`config.mk`:
```
export PLATFORM = sky130hd
export DESIGN_NAME = gpr_file_mp
export DESIGN_NICKNAME = d
export VERILOG_FILES = /design/src/rtl/gpr_file_mp.sv
export SDC_FILE = /design/constraint.sdc
export NUM_CORES = 2
export LEC_CHECK = 0
export BUFFER_PORTS_ARGS = -buffer_cell sky130_fd_sc_hd__buf_4
export CAP_MARGIN = 20
export CORE_ASPECT_RATIO = 1.25
export CORE_MARGIN = 3
export CORE_UTILIZATION = 40
export DETAILED_ROUTE_END_ITERATION = 10
export GPL_TIMING_DRIVEN = 0
export PLACE_DENSITY = 0.51
export SETUP_SLACK_MARGIN = 0.02
export SYNTH_ARGS = -nofsm -noshare
export SYNTH_HDL_FRONTEND = slang
export SYNTH_SLANG_ARGS = --single-unit
```
`constraint.sdc`:
```
create_clock -name clk -period 4.7 [get_ports clk]
set_input_delay 0.47 -clock clk [delete_from_list [all_inputs] [get_ports clk]]
set_output_delay 0.47 -clock clk [all_outputs]
set_load 0.02 [all_outputs]
```
`src/rtl/gpr_file_mp.sv`:
```
`default_nettype none
// ============================================================================
//  Module   : gpr_file_mp
//  Brief    : Parametrised multi-port GPR file with two write ports, NRD
//             combinational read ports with write-to-read bypass, a
//             per-register pending scoreboard and a sequential clear sweep.
//  Revision : 1.0 - initial release
// ============================================================================
module gpr_file_mp #(
    parameter int XLEN  = 32,
    parameter int NREGS = 32,
    parameter int AW    = 5,
    parameter int NRD   = 2
) (
    input  logic                clk,
    input  logic                rst,
    input  logic                clr_i,
    output logic                ready_o,
    input  logic [1:0]          we_i,
    input  logic [2*AW-1:0]     waddr_i,
    input  logic [2*XLEN-1:0]   wdata_i,
    input  logic [NRD*AW-1:0]   raddr_i,
    output logic [NRD*XLEN-1:0] rdata_o,
    input  logic                iss_we_i,
    input  logic [AW-1:0]       iss_rd_i,
    output logic [NRD-1:0]      pend_o
);

    typedef enum logic [0:0] {
        ST_CLEAR = 1'b0,
        ST_READY = 1'b1
    } state_t;

    // Register 0 is hard-wired, so the sweep runs from 1 up to the last index.
    localparam logic [AW-1:0] c_FIRST_IDX = AW'(1);
    localparam logic [AW-1:0] c_LAST_IDX  = AW'(NREGS - 1);

    state_t           state_q;
    state_t           state_d;
    logic [AW-1:0]    idx_q;
    logic [AW-1:0]    idx_d;
    logic [NREGS-1:0] pend_q;
    logic [NREGS-1:0] pend_d;
    logic [XLEN-1:0]  regs_q [NREGS];

    logic             w_live;
    logic             w_issue;
    logic [1:0]       w_commit;
    logic [AW-1:0]    w_waddr [2];
    logic [XLEN-1:0]  w_wdata [2];
    logic [AW-1:0]    w_raddr [NRD];
    logic             w_wr_hit;
    logic             w_iss_hit;

    // Unpack the write buses and decide which writes/issue actually take effect
    always_comb begin
        w_live  = (state_q == ST_READY) && !rst && !clr_i;
        w_issue = w_live && iss_we_i && (iss_rd_i != '0);
        for (int p = 0; p < 2; p++) begin
            w_waddr[p]  = waddr_i[p*AW +: AW];
            w_wdata[p]  = wdata_i[p*XLEN +: XLEN];
            w_commit[p] = w_live && we_i[p] && (w_waddr[p] != '0);
        end
    end

    // Next-state logic: sweep counter, clear request, scoreboard update
    always_comb begin
        state_d = state_q;
        idx_d   = idx_q;
        pend_d  = pend_q;
        case (state_q)
            ST_CLEAR: begin
                idx_d = idx_q + c_FIRST_IDX;
                if (idx_q == c_LAST_IDX) begin
                    state_d = ST_READY;
                end
            end
            ST_READY: begin
                if (clr_i) begin
                    state_d = ST_CLEAR;
                    idx_d   = c_FIRST_IDX;
                    pend_d  = '0;
                end else begin
                    for (int p = 0; p < 2; p++) begin
                        if (w_commit[p]) begin
                            pend_d[w_waddr[p]] = 1'b0;
                        end
                    end
                    // A newer producer issued this cycle overrides the retiring one.
                    if (w_issue) begin
                        pend_d[iss_rd_i] = 1'b1;
                    end
                end
            end
            default: begin
                state_d = ST_CLEAR;
                idx_d   = c_FIRST_IDX;
            end
        endcase
    end

    // Control state register with synchronous reset into a fresh sweep
    always_ff @(posedge clk) begin
        if (rst) begin
            state_q <= ST_CLEAR;
            idx_q   <= c_FIRST_IDX;
            pend_q  <= '0;
        end else begin
            state_q <= state_d;
            idx_q   <= idx_d;
            pend_q  <= pend_d;
        end
    end

    // Storage: zero one entry per cycle while clearing, else commit writes (port 1 last wins)
    always_ff @(posedge clk) begin
        if (!rst) begin
            if (state_q == ST_CLEAR) begin
                regs_q[idx_q] <= '0;
            end else begin
                for (int p = 0; p < 2; p++) begin
                    if (w_commit[p]) begin
                        regs_q[w_waddr[p]] <= w_wdata[p];
                    end
                end
            end
        end
    end

    // Read ports with same-cycle bypass and bypass-consistent pending flags
    always_comb begin
        rdata_o   = '0;
        pend_o    = '0;
        w_wr_hit  = 1'b0;
        w_iss_hit = 1'b0;
        for (int r = 0; r < NRD; r++) begin
            w_raddr[r] = raddr_i[r*AW +: AW];
            w_wr_hit   = 1'b0;
            w_iss_hit  = 1'b0;
            if (!rst && (state_q == ST_READY) && (w_raddr[r] != '0)) begin
                if (w_commit[1] && (w_waddr[1] == w_raddr[r])) begin
                    rdata_o[r*XLEN +: XLEN] = w_wdata[1];
                end else if (w_commit[0] && (w_waddr[0] == w_raddr[r])) begin
                    rdata_o[r*XLEN +: XLEN] = w_wdata[0];
                end else begin
                    rdata_o[r*XLEN +: XLEN] = regs_q[w_raddr[r]];
                end
                w_wr_hit  = (w_commit[0] && (w_waddr[0] == w_raddr[r])) ||
                            (w_commit[1] && (w_waddr[1] == w_raddr[r]));
                w_iss_hit = w_issue && (iss_rd_i == w_raddr[r]);
                pend_o[r] = (w_wr_hit && !w_iss_hit) ? 1'b0 : pend_q[w_raddr[r]];
            end
        end
    end

    // Ready only while idle in READY and not held in reset
    always_comb begin
        ready_o = (state_q == ST_READY) && !rst;
    end

endmodule
`default_nettype wire
```
==> impl_metrics.py <==
metrics = {
    "cts": {
        "clockBufferDepth": 3,
        "cts_tree": "built",
        "clk_latency_ns": 0.79,
        "root_buffer": "clkbuf_16",
        "htree_num_levels": 3,
        "clk_pin_slew_worst_paths_ns": 0.07,
        "cts_buffers": 114,
        "clock-sinks": 1062,
    },
    "sta": {
        "max_freq_mhz": 207,
        "period_minus_slack_ns": 4.82,
        "max_slew_margin_pct": 19.1,
        "finalCritPeriodShare_pct": 103,
        "layout_setup_ws_ns": -0.123,
        "maxSlewViolCount": 0,
        "rsz0062_at_grt": "no",
        "worst_slew_pin_slew_ns": 1.21,
        "setup_viol": 16,
        "hold_viol_final": 0,
        "skew_ns": 0.0271,
    },
    "grt": {
        "grt_pass1_vias": 46992,
        "grt_usage_pct": 34.9,
        "grt_max_degree": 29,
        "grt_overflow": 0,
        "grt_pass1_wl_um": 386000,
        "antenna_found_initial": 19,
    },
    "die": {
        "num_io_pins": 162,
        "start_util_pct": 40.4,
        "die_area_um2": 161000,
        "die_h_um": 447,
        "fp-row-count": 161,
        "die_x_um": 359,
        "core-area_um2": 155000,
    },
    "setup_path": {
        "worstPathArrival_ns": 4.35,
        "endpoint": "rdata_o[52]",
        "r2r-start": "state_q$_SDFF_PP0_",
        "r2r_slack_ns": 0.16,
        "critPathMaxFanout": 10,
        "worst_ep_required_time_ns": 4.23,
        "critPathKind": "input port to output port",
        "startpoint": "raddr_i[7]",
        "r2r-end": "regs_q[19][11]$_DFFE_PP_",
        "reg2reg_depth": 7,
        "cp-start-kind": "input port",
        "crit_path_end_kind": "output port",
    },
    "min_path": {
        "hold_class": "input port to flip-flop",
        "hold_depth": 2,
    },
    "synth": {
        "ys_top_cells_by_count": "1232 x nand2_1, 1024 x edfxtp_1, 854 x o21ai_0",
        "yosysWarnings": 0,
        "ys_seq_elements": 1062,
        "syn_area_per_cell_um2": 12.1,
        "syn_nets": 5254,
        "synth_edf_count": 1024,
        "synth_top_area_share_pct": 49.3,
        "synth-seq-area-share_pct": 50.5,
        "ys_top_cells_by_area": "edfxtp_1 49%, mux4_2 23%, nand2_1 7.4%",
        "synth.most_common_cell": "nand2_1",
        "synth_flop_cell": "edfxtp_1",
        "synthCells": 5157,
        "synth-async-reset-ratio_pct": 0,
        "synth_top_area_cell": "edfxtp_1",
        "syn-cell-area_um2": 62300,
        "synth_cell_types": 65,
    },
    "cells_and_area": {
        "stdcell_count": 7576,
        "area_growth_syn_to_layout_pct": 13.8,
        "n_fill_cell": 14025,
        "final_nets": 5537,
        "multi_input_area_um2": 28200,
        "drive_above_1_share_pct": 23.2,
        "ff_latch_area_um2": 31500,
    },
    "detailed_routing": {
        "drt_wl_total_um": 286000,
        "drtPass1Iterations": 6,
        "antenna_left": 0,
        "drcViolationCount": 0,
        "num_vias": 49770,
        "wire_per_inst_um": 37.7,
        "drt_iter0_drc": 8151,
        "viasPerCell": 6.57,
    },
    "pwr": {
        "ir_worst_vdd_mv": 0.318,
        "power_leakage_nw": 23.8,
        "switching_share_pct": 24.9,
        "p_clk_share_pct": 43.6,
        "p_seq_share_pct": 48.0,
        "p_total_mw": 21.6,
        "p_comb_share_pct": 8.4,
        "p_per_area_nw_per_um2": 304,
        "p_sw_mw": 5.37,
        "p_int_mw": 16.2,
    },
    "place": {
        "dp_hpwl_um": 228000,
        "gp_congestion": 1.05,
        "dp.cells": 7358,
        "port_buffers": 107,
    },
    "status": {
        "violations": "negative setup slack",
        "status": "finished, violations left",
    },
    "flow_run": {
        "maxCapViolCount": 0,
    },
}
[kinds of logic after synthesis]
logic type               synth area share, %
multiplexers                            24.7
AO/OA/AOI/OAI                           10.4
flip-flops                              50.5
XOR/XNOR                               0.450
buffers and inverters                   4.91
adder cells (fa/ha/maj)               0.0401
AND/OR/NAND/NOR                         8.91
[how the worst min path moves through the flow]
| stage | to | startpoint |
|---|---|---|
| 6_report | idx_q[3]$_SDFFE_PP0P_ | rst |
| 5_1_grt | idx_q[3]$_SDFFE_PP0P_ | rst |
| 4_1_cts | idx_q[3]$_SDFFE_PP0P_ | rst |
| 3_5_place_dp | pend_q[0]$_SDFFE_PP0P_ | pend_q[0]$_SDFFE_PP0P_ |
| 3_3_place_gp | pend_q[0]$_SDFFE_PP0P_ | pend_q[0]$_SDFFE_PP0P_ |
| 2_1_floorplan | pend_q[0]$_SDFFE_PP0P_ | pend_q[0]$_SDFFE_PP0P_ |
[cell usage in the layout (no fill, tap or decap), drive strengths merged, types with 4 or more instances in the layout]
cell type / n
nor2b: 6
nor2: 85
diode: 10
nor3b: 4
nor4b: 4
a32oi: 6
o211ai: 31
a31oi: 6
a21oi: 37
o22ai: 30
bufinv: 14
nand3: 8
inv: 41
nand2: 1232
clkinv: 48
xor2: 23
nand3b: 6
or3b: 5
and3: 5
mux4: 644
nor3: 20
o21ai: 1036
a22oi: 24
or2: 7
mux2: 11
dfxtp: 38
mux2i: 78
nand2b: 7
clkbuf: 548
buf: 419
xnor2: 9
nor4: 4
edfxtp: 1024
a211o: 31
[stage by stage]
| step | setup WS (ns) | hold slack, ns | util [%] | setup TNS, ns | instance area (µm²) |
|---|---|---|---|---|---|
| 2_1_floorplan | 0.806 | 0.417 | - | 0 | 62300 |
| 3_3_place_gp | -2.49 | 0.438 | 42.5 | -1824.73 | 65700 |
| 3_5_place_dp | -0.546 | 0.451 | 43.5 | -11.29 | 67100 |
| 4_1_cts | 0.000184 | 0.000769 | 45.9 | 0 | 70900 |
| 5_1_grt | 0.0201 | 0.0330 | 45.9 | 0 | 70900 |
| 6_report | -0.123 | 0.0252 | 45.9 | -0.826 | 70900 |
[cell type report]
| cell class | count | share of cell area [%] |
|---|---|---|
| Antenna cell | 10 | 0.0353 |
| Sequential cell | 1062 | 44.4 |
| Buffer | 664 | 4.16 |
| Multi-Input combinational cell | 3391 | 39.8 |
| Inverter | 39 | 0.206 |
| Tap cell | 2037 | 3.59 |
| Clock buffer | 138 | 4.21 |
| Clock inverter | 67 | 1.01 |
| Timing Repair Buffer | 168 | 2.58 |
[power groups by stage]
stage | sequential [mW] | combinational (mW) | clock [mW]
finish | 10.4 | 1.81 | 9.41
global placement | 10.6 | 1.67 | 0
global route | 10.4 | 1.83 | 9.74
CTS | 10.4 | 1.75 | 9.42
detailed placement | 10.6 | 1.75 | 0
floorplan | 10.5 | 0.996 | 0
[routing by layer]
layer / global-route usage, % / part of all wire, % / up-vias
li1: - / - / 20084
met1: 47.2 / 38 / 25737
met2: 54.1 / 45 / 3377
met3: 7.87 / 12 / 560
met4: 15.9 / 5.1 / 12
met5: 0 / 0.091 / -
[state kept, by name, summed over array words and instances (netlist names)]
signal / cells
idx_q: 5
pend_q: 32
regs_q: 1024
state_q: 1
[worst max-delay path, cell delays in order]
cell and delay (ns):
buf_2 0.43, buf_2 0.66, clkbuf_1 0.82, mux4_2 0.46
mux4_2 0.60, mux2i_1 0.35, a211o_1 0.19, nand2_1 0.14
buf_4 0.20
[repair_timing]
item | in CTS | in global routing
gates resized for setup | 15 | 17
buffers inserted | 0 | 2
hold endpoints to repair | 1 | 0
hold buffers | 1 | 0
setup endpoints to repair | 62 | 20
No activity file was read; power rests on OpenSTA's default activity.
